===== src/rtl/irrigation_timer_ctrl_if.sv =====
// irrigation_timer_ctrl_if: control, preset and status bundle between the user/preset logic and the timer.
// master: drives start/pause/abort and the BCD preset, and observes the remaining time and status.
// slave: the timer side.
interface irrigation_timer_ctrl_if;
  logic       start;
  logic       pause;
  logic       abort;
  logic [2:0] preset_min_t;
  logic [3:0] preset_min_u;
  logic [2:0] preset_sec_t;
  logic [3:0] preset_sec_u;
  logic [2:0] min_t;
  logic [3:0] min_u;
  logic [2:0] sec_t;
  logic [3:0] sec_u;
  logic       valve_on;
  logic       busy;
  logic       done;
  logic [2:0] state;
  modport master (
    output start, pause, abort, preset_min_t, preset_min_u, preset_sec_t, preset_sec_u,
    input  min_t, min_u, sec_t, sec_u, valve_on, busy, done, state
  );
  modport slave (
    input  start, pause, abort, preset_min_t, preset_min_u, preset_sec_t, preset_sec_u,
    output min_t, min_u, sec_t, sec_u, valve_on, busy, done, state
  );
endinterface


===== src/rtl/irrigation_timer_ctrl.sv =====
// irrigation_timer_ctrl: loads a BCD MM:SS duration, counts it down once per second and opens the valve while time remains.
// clock: sole clock. reset: synchronous, active-low.
// bus (slave): start/pause/abort and the preset in; remaining digits, valve_on, busy, done and state out.
module irrigation_timer_ctrl #(
  parameter int TICKS_PER_SEC = 1000
) (
  input logic clock,
  input logic reset,
  irrigation_timer_ctrl_if.slave bus
);
  localparam int PW = $clog2(TICKS_PER_SEC);
  localparam logic [PW-1:0] LAST = PW'(TICKS_PER_SEC - 1);
  typedef enum logic [2:0] {IDLE = 3'd0, LOAD = 3'd1, RUN = 3'd2, PAUSED = 3'd3, DONE = 3'd4} state_t;
  state_t state_q, state_n;
  logic [2:0] mt_q, mt_n, st_q, st_n, dmt, dst;
  logic [3:0] mu_q, mu_n, su_q, su_n, dmu, dsu;
  logic [PW-1:0] presc_q, presc_n;
  logic valve_q, busy_q, done_q;
  logic tick, last_sec, advance;
  always_comb begin
    tick = presc_q == LAST;
    last_sec = {mt_q, mu_q, st_q, su_q} == 14'd1;
    // Borrow ripples upward only through digits that are already zero.
    dsu = su_q == 4'd0 ? 4'd9 : su_q - 4'd1;
    dst = su_q != 4'd0 ? st_q : (st_q == 3'd0 ? 3'd5 : st_q - 3'd1);
    dmu = (su_q != 4'd0 || st_q != 3'd0) ? mu_q : (mu_q == 4'd0 ? 4'd9 : mu_q - 4'd1);
    dmt = (su_q != 4'd0 || st_q != 3'd0 || mu_q != 4'd0) ? mt_q : mt_q - 3'd1;
    // The resume edge counts like a RUN edge, so a tick held off by pause fires
    // there and the paused interval adds exactly its own length to the run.
    advance = (state_q == RUN && !bus.pause) || (state_q == PAUSED && bus.start);
    state_n = state_q;
    mt_n = mt_q;
    mu_n = mu_q;
    st_n = st_q;
    su_n = su_q;
    presc_n = presc_q;
    case (state_q)
      IDLE: begin
        if (bus.start) begin
          state_n = LOAD;
          mt_n = bus.preset_min_t > 3'd5 ? 3'd5 : bus.preset_min_t;
          mu_n = bus.preset_min_u > 4'd9 ? 4'd9 : bus.preset_min_u;
          st_n = bus.preset_sec_t > 3'd5 ? 3'd5 : bus.preset_sec_t;
          su_n = bus.preset_sec_u > 4'd9 ? 4'd9 : bus.preset_sec_u;
          presc_n = '0;
        end
      end
      LOAD: state_n = {mt_q, mu_q, st_q, su_q} == 14'd0 ? DONE : RUN;
      RUN: state_n = PAUSED;
      PAUSED: state_n = PAUSED;
      DONE: state_n = IDLE;
      default: state_n = IDLE;
    endcase
    if (advance) begin
      presc_n = tick ? '0 : presc_q + 1'b1;
      state_n = tick && last_sec ? DONE : RUN;
      if (tick) begin
        mt_n = dmt;
        mu_n = dmu;
        st_n = dst;
        su_n = dsu;
      end
    end
    if (bus.abort && state_q != IDLE) begin
      state_n = IDLE;
      mt_n = '0;
      mu_n = '0;
      st_n = '0;
      su_n = '0;
      presc_n = '0;
    end
  end
  always_ff @(posedge clock) begin
    if (!reset) begin
      state_q <= IDLE;
      mt_q <= '0;
      mu_q <= '0;
      st_q <= '0;
      su_q <= '0;
      presc_q <= '0;
      valve_q <= 1'b0;
      busy_q <= 1'b0;
      done_q <= 1'b0;
    end else begin
      state_q <= state_n;
      mt_q <= mt_n;
      mu_q <= mu_n;
      st_q <= st_n;
      su_q <= su_n;
      presc_q <= presc_n;
      valve_q <= state_n == RUN;
      busy_q <= state_n == LOAD || state_n == RUN || state_n == PAUSED;
      done_q <= state_n == DONE;
    end
  end
  assign bus.min_t = mt_q;
  assign bus.min_u = mu_q;
  assign bus.sec_t = st_q;
  assign bus.sec_u = su_q;
  assign bus.valve_on = valve_q;
  assign bus.busy = busy_q;
  assign bus.done = done_q;
  assign bus.state = state_q;
endmodule


===== src/flat_wrapper.sv =====
// flat-port wrapper written by rule: the top's interface ports become plain ports
module irrigation_timer_ctrl_flat 
#(
  parameter int TICKS_PER_SEC = 1000
)
  (clock, reset, bus_start, bus_pause, bus_abort, bus_preset_min_t, bus_preset_min_u, bus_preset_sec_t, bus_preset_sec_u, bus_min_t, bus_min_u, bus_sec_t, bus_sec_u, bus_valve_on, bus_busy, bus_done, bus_state);
  irrigation_timer_ctrl_if bus_i ();
  input logic clock;
  input logic reset;
  input wire logic [$bits(bus_i.start)-1:0] bus_start;
  input wire logic [$bits(bus_i.pause)-1:0] bus_pause;
  input wire logic [$bits(bus_i.abort)-1:0] bus_abort;
  input wire logic [$bits(bus_i.preset_min_t)-1:0] bus_preset_min_t;
  input wire logic [$bits(bus_i.preset_min_u)-1:0] bus_preset_min_u;
  input wire logic [$bits(bus_i.preset_sec_t)-1:0] bus_preset_sec_t;
  input wire logic [$bits(bus_i.preset_sec_u)-1:0] bus_preset_sec_u;
  output wire logic [$bits(bus_i.min_t)-1:0] bus_min_t;
  output wire logic [$bits(bus_i.min_u)-1:0] bus_min_u;
  output wire logic [$bits(bus_i.sec_t)-1:0] bus_sec_t;
  output wire logic [$bits(bus_i.sec_u)-1:0] bus_sec_u;
  output wire logic [$bits(bus_i.valve_on)-1:0] bus_valve_on;
  output wire logic [$bits(bus_i.busy)-1:0] bus_busy;
  output wire logic [$bits(bus_i.done)-1:0] bus_done;
  output wire logic [$bits(bus_i.state)-1:0] bus_state;
  assign bus_i.start = bus_start;
  assign bus_i.pause = bus_pause;
  assign bus_i.abort = bus_abort;
  assign bus_i.preset_min_t = bus_preset_min_t;
  assign bus_i.preset_min_u = bus_preset_min_u;
  assign bus_i.preset_sec_t = bus_preset_sec_t;
  assign bus_i.preset_sec_u = bus_preset_sec_u;
  assign bus_min_t = bus_i.min_t;
  assign bus_min_u = bus_i.min_u;
  assign bus_sec_t = bus_i.sec_t;
  assign bus_sec_u = bus_i.sec_u;
  assign bus_valve_on = bus_i.valve_on;
  assign bus_busy = bus_i.busy;
  assign bus_done = bus_i.done;
  assign bus_state = bus_i.state;
  irrigation_timer_ctrl #(.TICKS_PER_SEC(TICKS_PER_SEC)) u_core (.clock(clock), .reset(reset), .bus(bus_i));
endmodule

===== config.mk =====
export PLATFORM = sky130hd
export DESIGN_NAME = irrigation_timer_ctrl_flat
export DESIGN_NICKNAME = d
export VERILOG_FILES = /design/src/rtl/irrigation_timer_ctrl_if.sv /design/src/rtl/irrigation_timer_ctrl.sv /design/src/flat_wrapper.sv
export SDC_FILE = /design/constraint.sdc
export NUM_CORES = 1
export LEC_CHECK = 0
export BUFFER_PORTS_ARGS = -buffer_cell sky130_fd_sc_hd__buf_4
export CORE_MARGIN = 10
export CORE_UTILIZATION = 57
export CTS_CLUSTER_SIZE = 10
export DETAILED_ROUTE_END_ITERATION = 8
export PLACE_DENSITY = 0.92
export SYNTH_ARGS = -nofsm -noshare
export SYNTH_HDL_FRONTEND = slang
export SYNTH_SLANG_ARGS = --single-unit

===== constraint.sdc =====
create_clock -name clock -period 3.5 [get_ports clock]
set_input_delay 0.7 -clock clock [delete_from_list [all_inputs] [get_ports clock]]
set_output_delay 0.7 -clock clock [all_outputs]
set_load 0.01 [all_outputs]

==> results of run 1 <==
## cell usage after synthesis (all sizes together) (5+ instances only)
master / number
dfxtp: 30
nor2: 24
a21oi: 18
nand2: 17
nor3: 11
a211oi: 10
clkbuf: 10
nand3: 10
o21ai: 9
nor3b: 8
a311oi: 7
a31oi: 6
inv: 5
## final cells by class
type	count	share of cell area, %
Multi-Input combinational cell	171	50.6
Inverter	5	0.910
Timing Repair Buffer	40	14.6
Clock inverter	1	0.243
Clock buffer	7	2.67
Tap cell	31	1.88
Sequential cell	30	29.1
## report_power, final
part / total, mW / switching, mW / internal, mW
clock network: 0.224 / 0.126 / 0.0972
registers: 0.389 / 0.0276 / 0.362
logic: 0.243 / 0.136 / 0.107
total: 0.856 / 0.290 / 0.566
## layout by cell type (no fill, tap or decap), types with 2 or more instances in the layout
master | Yosys | routed
or3_1 | 2 | 2
nor3b_1 | 8 | 8
nor3_1 | 11 | 11
or4_1 | 2 | 2
dfxtp_1 | 30 | 30
a31oi_1 | 6 | 6
inv_1 | 5 | 5
buf_4 | 0 | 40
nor2_1 | 24 | 24
ha_1 | 2 | 2
mux2i_1 | 2 | 2
and3_1 | 2 | 2
a311oi_1 | 7 | 7
nand3_1 | 10 | 10
and2_1 | 2 | 2
nor4b_1 | 4 | 4
a22oi_1 | 4 | 4
clkbuf_4 | 0 | 5
nand2_1 | 17 | 17
o21ai_0 | 8 | 8
o21a_1 | 4 | 4
a21oi_1 | 18 | 18
nand2b_1 | 3 | 3
or2_2 | 2 | 2
a41oi_1 | 2 | 2
a211oi_1 | 10 | 10
nand3b_1 | 2 | 2
## through the flow
step	utilization [%]	power, mW
floorplan	-	0.556
global placement	70.8	0.632
detailed placement	70.8	0.637
CTS	72.9	0.853
global route	72.9	0.900
finish	72.9	0.856
## routing by layer
layer | GRT usage [%] | part of all wire, % | wire length (µm) | vias to the layer above
li1 | - | - | - | 901
met1 | 19.7 | 43 | 2020 | 859
met2 | 29.2 | 48 | 2230 | 63
met3 | 5.39 | 7.3 | 338 | 9
met4 | 6.72 | 1.5 | 69 | 0
met5 | 0 | 0 | 0 | -
## logic make-up (layout without fill, tap and decap cells)
group / after synthesis / count (layout) / share of synthesized area [%]
muxes: 2 / 2 / 1.17
and+or+nand+nor: 97 / 97 / 30.3
adders and majority gates: 2 / 2 / 1.46
AOI/OAI and AO/OA: 70 / 70 / 27.8
buffers and inverters: 17 / 53 / 4.23
DFF: 30 / 30 / 35.0
## how the worst max path moves through the flow
stage	from	to	slack, ns	cells past startpoint
finish	u_core.bus.state[0]$_SDFF_PN0_	u_core.presc_q[8]$_SDFFE_PP0P_	1.31	5
detailed placement	bus_start	u_core.presc_q[8]$_SDFFE_PP0P_	1.08	6
global route	u_core.bus.state[0]$_SDFF_PN0_	u_core.presc_q[8]$_SDFFE_PP0P_	0.98	5
floorplan	bus_start	u_core.bus.min_t[0]$_SDFFE_PP0P_	1.21	7
CTS	u_core.bus.sec_u[0]$_SDFF_PP0_	u_core.bus.min_u[2]$_SDFFE_PP0P_	1.33	5
global placement	bus_start	u_core.presc_q[8]$_SDFFE_PP0P_	1.19	6
## flip-flops by register name, indices dropped and copies added, names as in the netlist
register / flops
u_core.bus.sec_u: 4
u_core.bus.valve_on: 1
u_core.bus.busy: 1
u_core.bus.sec_t: 3
u_core.bus.min_u: 4
u_core.bus.state: 3
u_core.bus.min_t: 3
u_core.presc_q: 10
u_core.bus.done: 1
==> flow_summary_export.csv, run 1 <==
group,metric,value,unit
outcome,status,"finished clean",
cells_and_area,layout.cells.non_filler,285,
logic_synthesis,synth_top_cell_area_share,35.0,%
worst_hold_path,hold_class,"register to register",
worst_setup_path,crit_family,"simple AND/OR/NAND/NOR gates",
job,timing.max_cap.violations,0,
global_routing,grt_pass1_wl,7.84,mm
logic_synthesis,ys_seq_area_share,35.0,%
logic_synthesis,yosysWarnings,0,
cts,cts_buffer_depth,2,
worst_hold_path,hold_start,"u_core.presc_q[8]$_SDFFE_PP0P_",
drt,vias,1832,
logic_synthesis,ys_async_sr_fraction,0,%
placement,hpwlAfterDp,3.35,mm
cells_and_area,register_area,601,µm²
cts,cts_root_buf,"clkbuf_4",
worst_hold_path,holdPathEnd,"u_core.presc_q[8]$_SDFFE_PP0P_",
die,std_cell_rows,19,
worst_setup_path,crit_path_end_kind,"register",
die,die_area,5610,µm²
cts,clkLatencyLatePin,0.34,ns
global_routing,antenna_found_initial,0,
sta,finClkSkew,0.00726,ns
die,io_pins,39,
logic_synthesis,synth-seq-cells,30,
logic_synthesis,syn_avg_cell_area,7.87,µm²
die,coreArea,2830,µm²
power,max-vdd-ir-drop,0.000266,V
cells_and_area,diodes,0,
worst_setup_path,cp.required,3.75,ns
cells_and_area,finalNetCount,274,
logic_synthesis,ys_types,47,
sta,setup_violations,0,
logic_synthesis,synth_area_leader_cell,"dfxtp_1",
cells_and_area,fillers,228,
sta,layout_setup_ws,1.31,ns
cts,clkSlewWorstSetupHoldPaths,0.10,ns
placement,routabilityCongestion,0.858,
cts,postCtsSetupBuffers,0,
power,leakage,0.778,nW
sta,max_freq,0.456,GHz
logic_synthesis,syn_inst,218,
global_routing,grt_max_degree,27,
worst_setup_path,worstPathArrival,2.44,ns
sta,finalSetupTns,0,ns
placement,pre_cts_slack,1.08,ns
worst_hold_path,hold_depth,1,
power,p_per_area,415,nW/µm²
placement,portBuffers,38,
die,start_util,60.7,%
global_routing,grt_overflow_total,0,
worst_setup_path,crit_chain,"nand2b_1 -> nand4b_1 -> nor2_1 -> o21ai_0 -> a311oi_1",
cells_and_area,area_delta_synth_final,20.1,%
cts,ctsResizeCount,0,
sta,period_needed,2.19,ns
die,die_w,74.9,µm
cells_and_area,final_area,2060,µm²
worst_setup_path,cpMaxStageDelayCell,"nor2_1",
worst_setup_path,critPathBufInv,0,
drt,firstDrtPassIters,4,
sta,rsz0062_at_grt,"no",
sta,relSlewSlack,53.9,%
sta,worst_slew_pin_slew,0.690,ns
drt,detail-route-antenna-nets,0,
drt,finalWirelength,4.66,mm
worst_setup_path,crit_type,"register to register",
worst_setup_path,worst_r2r_startpoint,"u_core.bus.state[0]$_SDFF_PN0_",
logic_synthesis,netlist_area,1720,µm²
drt,wire_per_inst,16.3,µm
worst_setup_path,rr_endpoint,"u_core.presc_q[8]$_SDFFE_PP0P_",
sta,hold-worst-slack,0.485,ns
logic_synthesis,synth-edff-count,0,
sta,drv_slew,0,
cts,cts-buffers-inserted,5,
placement,dpl_cell_area,2000,µm²
sta,timing_hold_violations_final,0,
worst_setup_path,rr_worst_depth,5,
worst_setup_path,max_stage_delay,0.61,ns
worst_setup_path,rrSetupSlack,1.31,ns
cells_and_area,multiInputGateArea,1040,µm²
drt,drc_errors,0,
die,dieHeight,74.9,µm
cells_and_area,drive_gt1_share,21.3,%
logic_synthesis,synth_ff_type,"dfxtp_1",
drt,drt_iter0_drc,268,
logic_synthesis,synth_nets,239,
worst_setup_path,startpoint_type,"register",
global_routing,grt_usage,17.2,%
logic_synthesis,synthTopCellsByArea,"dfxtp_1, a21oi_1, nor2_1",
cts,htree_levels,2,
cts,cts_hold_buf,0,
sta,post-route-period-util,62.7,%
drt,vias_per_cell,6.43,
global_routing,grt_pass1_vias,1772,
cts,clock-sinks,30,
cts,cts_tree,"done",
placement,place_inst,277,
worst_setup_path,cp_max_fo,10,
Power figures use the tool's default switching activity.
==> run 2: changes to the inputs <==
Settings changed: CORE_UTILIZATION 57 to 48, PLACE_DENSITY 0.92 to 0.83.
Clock period 3.5 ns to 1.9 ns, I/O delays scaled along.
==> flow_summary_export.csv, run 2 (synthesis gave the netlist of run 1 again) <==
group,metric,value,unit
worst_setup_path,path_depth,4,
cts,cts_tree,"done",
cells_and_area,area_delta_synth_final,41.7,%
worst_setup_path,cpMaxStageDelayCell,"or4_4",
cells_and_area,finalNetCount,306,
cts,cts_root_buf,"clkbuf_4",
die,dieHeight,79.8,µm
global_routing,grt_max_degree,27,
die,std_cell_rows,21,
drt,met1Wirelength,2.14,mm
sta,setup_violations,0,
die,io_pins,39,
cells_and_area,fillers,259,
worst_setup_path,rr_endpoint,"u_core.bus.min_u[3]$_SDFFE_PP0P_",
worst_setup_path,crit_path_end_kind,"register",
die,start_util,50.6,%
cts,clock-sinks,30,
worst_setup_path,worstPathArrival,2.16,ns
cells_and_area,final_cell_mix,"buf_4, dfxtp_1, nor2_1",
drt,wl_met2,2.48,mm
placement,portBuffers,38,
drt,wl_met3,319,µm
cts,cts_hold_buf,0,
job,timing.max_cap.violations,0,
placement,hpwlAfterDp,3.77,mm
sta,period_needed,1.90,ns
worst_setup_path,worst_r2r_startpoint,"u_core.bus.sec_u[2]$_SDFF_PP0_",
worst_setup_path,crit_chain,"or4_4 -> or4_4 -> o41a_1 -> a21oi_1",
sta,max_freq,0.527,GHz
global_routing,grt_pass1_vias,1820,
cts,cts_buffer_depth,2,
power,p_per_area,740,nW/µm²
cells_and_area,layout_commonest_cell,"buf_4",
die,die_area,6370,µm²
cts,clkSlewWorstSetupHoldPaths,0.09,ns
placement,dpl_cell_area,2290,µm²
drt,finalWirelength,5.04,mm
worst_setup_path,rrSetupSlack,0.004,ns
global_routing,grt_overflow_total,0,
sta,drv_slew,0,
worst_setup_path,cp.required,2.17,ns
drt,top_layer_used,"met4",
sta,timing_hold_violations_final,0,
global_routing,antenna_found_initial,0,
worst_setup_path,cp_max_fo,4,
worst_setup_path,rr_worst_depth,4,
cells_and_area,diodes,0,
cells_and_area,final_area,2430,µm²
drt,firstDrtPassIters,4,
cts,htree_levels,2,
worst_setup_path,critPathBufInv,0,
worst_setup_path,critPathCapture,"u_core.bus.min_u[3]$_SDFFE_PP0P_",
drt,wire_per_inst,15.2,µm
sta,post-route-period-util,99.8,%
worst_setup_path,max_stage_delay,0.55,ns
worst_setup_path,crit_type,"register to register",
cells_and_area,drive_gt1_share,36.4,%
die,coreArea,3390,µm²
worst_setup_path,cp-startpoint,"u_core.bus.sec_u[2]$_SDFF_PP0_",
worst_hold_path,hold_class,"input port to register",
power,leakage,0.973,nW
placement,place_inst,324,
cells_and_area,layout.cells.non_filler,332,
drt,vias,1952,
placement,routabilityCongestion,0.861,
worst_setup_path,startpoint_type,"register",
drt,drt_iter0_drc,146,
drt,vias_per_cell,5.88,
worst_setup_path,cpMostUsedCell,"or4_4",
cells_and_area,regMostFlops,"u_core.presc_q",
die,die_w,79.8,µm
global_routing,grt_pass1_wl,8.03,mm
drt,detail-route-antenna-nets,0,
sta,rsz0062_at_grt,"yes",
sta,relSlewSlack,75.4,%
cts,clkLatencyLatePin,0.34,ns
outcome,status,"finished clean",
sta,finClkSkew,0.0101,ns
cts,cts-buffers-inserted,5,
power,max-vdd-ir-drop,0.000526,V
worst_setup_path,crit_family,"simple AND/OR/NAND/NOR gates",
sta,worst_slew_pin_slew,0.368,ns
cells_and_area,largest_reg_flops,10,
power,fin_total_pwr,1.80,mW
global_routing,grt_usage,15.4,%
drt,drc_errors,0,
[run 2: cell types whose count changed in the layout (fill, tap and decap cells not counted), moves of 2 or more]
cell | previous run | this run
buf_4 | 40 | 71
nor4b_1 | 4 | 2
or4_1 | 2 | 0
or4_4 | 1 | 3
dfxtp_1 | 30 | 27
clkbuf_8 | 1 | 3
dfxtp_2 | 0 | 3
[run 2: what timing repair did]
item,in CTS,in global routing
endpoints found under the hold margin,0,0
setup buffers,0,0
endpoints found under the setup margin,0,13
resized for setup,0,12
[run 2: final cells by class]
type | count | area (µm²) | share of cell area (%)
Timing Repair Buffer | 72 | 553 | 22.7
Sequential cell | 30 | 604 | 24.8
Inverter | 5 | 18.8 | 0.772
Tap cell | 46 | 57.6 | 2.37
Multi-Input combinational cell | 171 | 1120 | 46.0
Clock buffer | 8 | 78.8 | 3.24
[run 2: worst min path at each step]
stage	cells past startpoint	end	startpoint	slack [ns]
after CTS	3	u_core.bus.state[0]$_SDFF_PN0_	reset	0.31
after detailed placement	1	u_core.presc_q[8]$_SDFFE_PP0P_	u_core.presc_q[8]$_SDFFE_PP0P_	0.47
after global routing	3	u_core.bus.state[0]$_SDFF_PN0_	reset	0.34
after global placement	1	u_core.presc_q[8]$_SDFFE_PP0P_	u_core.presc_q[8]$_SDFFE_PP0P_	0.46
after floorplan	1	u_core.presc_q[8]$_SDFFE_PP0P_	u_core.presc_q[8]$_SDFFE_PP0P_	0.44
final	3	u_core.bus.state[0]$_SDFF_PN0_	reset	0.33
[run 2: worst reg2reg max path, delay by kind of cell (launching register included)]
family,cells,cell delay (ns)
simple gates,2,1.01
compound gates,2,0.49
flops,1,0.33
[run 2: through the flow]
stage | hold slack, ns | setup WS (ns) | setup TNS, ns | utilization (%)
floorplan | 0.441 | -0.0729 | -0.104 | -
global placement | 0.464 | 0.0587 | 0 | 67.6
detailed placement | 0.467 | 0.0254 | 0 | 67.6
CTS | 0.310 | 0.00836 | 0 | 69.9
global route | 0.338 | -0.0363 | -0.136 | 71.8
finish | 0.328 | 0.00391 | 0 | 71.8
[run 2: per-layer routing]
metal  up-vias  GRT usage [%]
met4         0           5.81
met3        10           5.52
li1        969              -
met1       911           17.7
met2        62           25.7
met5         -              0
[run 2: power breakdown]
| group | switching, mW | internal (mW) | total, mW |
|---|---|---|---|
| Clock | 0.225 | 0.253 | 0.478 |
| Sequential | 0.0298 | 0.667 | 0.696 |
| Combinational | 0.312 | 0.313 | 0.625 |
| Total | 0.567 | 1.23 | 1.80 |
==> run 3: changes to the inputs <==
Settings changed: BUFFER_PORTS_ARGS -buffer_cell sky130_fd_sc_hd__buf_4 to -buffer_cell sky130_fd_sc_hd__buf_2.
==> flow_summary_export.csv, run 3 (synthesis gave the netlist of run 1 again) <==
group,metric,value,unit
power,p_per_area,710,nW/µm²
placement,pre_cts_slack,-0.00266,ns
placement,hpwlAfterDp,3.78,mm
placement,dpl_cell_area,2200,µm²
sta,relSlewSlack,76.9,%
global_routing,use_met3,4.28,%
die,dieHeight,79.8,µm
worst_setup_path,rrSetupSlack,-0.01,ns
cts,cts_tree,"done",
cells_and_area,drive_gt1_share,34.1,%
worst_hold_path,hold_depth,3,
die,die_area,6370,µm²
cells_and_area,area_delta_synth_final,32.7,%
worst_setup_path,worstPathArrival,2.18,ns
die,std_cell_rows,21,
cts,clkLatencyLatePin,0.34,ns
worst_hold_path,hold_class,"input port to register",
drt,finalWirelength,4.96,mm
power,swShare,33.8,%
global_routing,globalRouteMet1Util,18.0,%
cts,cts_root_buf,"clkbuf_4",
sta,period_needed,1.91,ns
worst_setup_path,rr_worst_depth,4,
sta,worst_slew_pin_slew,0.340,ns
placement,portBuffers,38,
cts,cts-buffers-inserted,5,
outcome,violations,"setup timing",
power,power_frac_seq,43.0,%
power,leakage,0.931,nW
power,switchingPower,0.546,mW
cells_and_area,layout_commonest_cell,"buf_2",
die,coreArea,3390,µm²
job,timing.max_cap.violations,0,
worst_setup_path,startpoint_type,"register",
cells_and_area,largest_reg_flops,10,
worst_setup_path,worst_r2r_startpoint,"u_core.bus.sec_u[2]$_SDFF_PP0_",
power,max-vdd-ir-drop,0.000436,V
drt,drt_iter0_drc,155,
sta,max_freq,0.524,GHz
sta,timing_hold_violations_final,0,
drt,firstDrtPassIters,4,
global_routing,grt_pass1_vias,1882,
global_routing,use_met2,27.0,%
power,power_frac_comb,35.4,%
sta,drv_slew,0,
drt,wire_per_inst,14.9,µm
worst_setup_path,cp_max_fo,4,
global_routing,grt_usage,15.8,%
placement,routabilityCongestion,0.840,
cells_and_area,final_area,2280,µm²
outcome,status,"finished, violations left",
power,p_int,1.07,mW
cts,clock-sinks,30,
die,start_util,50.6,%
drt,drc_errors,0,
worst_setup_path,cp.required,2.17,ns
cts,clkSlewWorstSetupHoldPaths,0.09,ns
drt,vias,1956,
sta,hold-worst-slack,0.333,ns
power,p_clk_share,21.7,%
cts,postCtsSetupBuffers,0,
placement,place_inst,326,
sta,setup_violations,1,
sta,rsz0062_at_grt,"yes",
global_routing,grt_pass1_wl,8.37,mm
worst_setup_path,cp-startpoint,"u_core.bus.sec_u[2]$_SDFF_PP0_",
global_routing,grt_max_degree,15,
die,die_w,79.8,µm
global_routing,top_usage_layer,"met2",
power,fin_total_pwr,1.62,mW
cts,cts_hold_buf,0,
sta,post-route-period-util,101,%
drt,vias_per_cell,5.87,
cells_and_area,regMostFlops,"u_core.presc_q",
worst_hold_path,hold_start,"reset",
worst_setup_path,crit_type,"register to register",
cells_and_area,diodes,0,
cts,htree_levels,2,
sta,finClkSkew,0.00746,ns
cells_and_area,finalNetCount,308,
global_routing,antenna_found_initial,0,
sta,layout_setup_ws,-0.00984,ns
global_routing,grt_overflow_total,0,
cells_and_area,layout.cells.non_filler,333,
cells_and_area,final_cell_mix,"buf_2, buf_4, dfxtp_1",
drt,detail-route-antenna-nets,0,
worst_setup_path,crit_path_end_kind,"register",
cts,cts_buffer_depth,2,
die,io_pins,39,
==> run 3: changes by cell type in the layout (fill, tap and decap cells not counted), moves of 2 or more <==
cell      change
buf_2        +38
buf_4        -35
clkbuf_8      -3
clkbuf_1      +2
==> run 3: worst paths after layout <==
path                                       to
max          u_core.bus.min_u[3]$_SDFFE_PP0P_
min            u_core.bus.state[0]$_SDFF_PN0_
max reg2reg  u_core.bus.min_u[3]$_SDFFE_PP0P_
min reg2reg    u_core.presc_q[8]$_SDFFE_PP0P_
==> run 3: per-layer routing <==
layer | routed length, µm | up-vias | part of all wire (%)
met5 | 0 | - | 0
met4 | 77 | 0 | 1.6
met3 | 242 | 10 | 4.9
met2 | 2440 | 62 | 49
met1 | 2200 | 915 | 44
li1 | - | 969 | -
==> run 3: timing repair <==
| action | in CTS | in global routing |
|---|---|---|
| gates resized for setup | 2 | 4 |
| hold endpoints to repair | 0 | 0 |
| endpoints found under the setup margin | 3 | 7 |
| pin swaps | 0 | 2 |
==> run 3: area by class of cell <==
cell class / instances / area, µm²
sequential: 30 / 604
tap: 46 / 57.6
inverter: 5 / 18.8
clock buffer: 7 / 45.0
timing repair buffer: 74 / 460
multi-input combinational: 171 / 1090
fill: 287 / 1110
==> run 3: stage by stage <==
stage	utilization [%]	setup TNS (ns)
2_1_floorplan	-	-0.104
3_3_place_gp	64.9	0
3_5_place_dp	64.9	-0.00266
4_1_cts	66.5	-0.0154
5_1_grt	67.2	-0.141
6_report	67.2	-0.00984
==> run 3: power by group through the flow <==
stage                     logic [mW]  clock network (mW)  registers [mW]
after floorplan                0.314                   0           0.731
after global placement         0.538                   0           0.706
after detailed placement       0.547                   0           0.709
after CTS                      0.560               0.356           0.694
after global routing           0.628               0.380           0.699
final                          0.572               0.350           0.695
==> run 3: critical path, stage by stage, from the launching register on <==
cell     delay, ns
dfxtp_2       0.33
or4_4         0.54
or4_4         0.46
o41a_1        0.39
a21oi_2       0.13
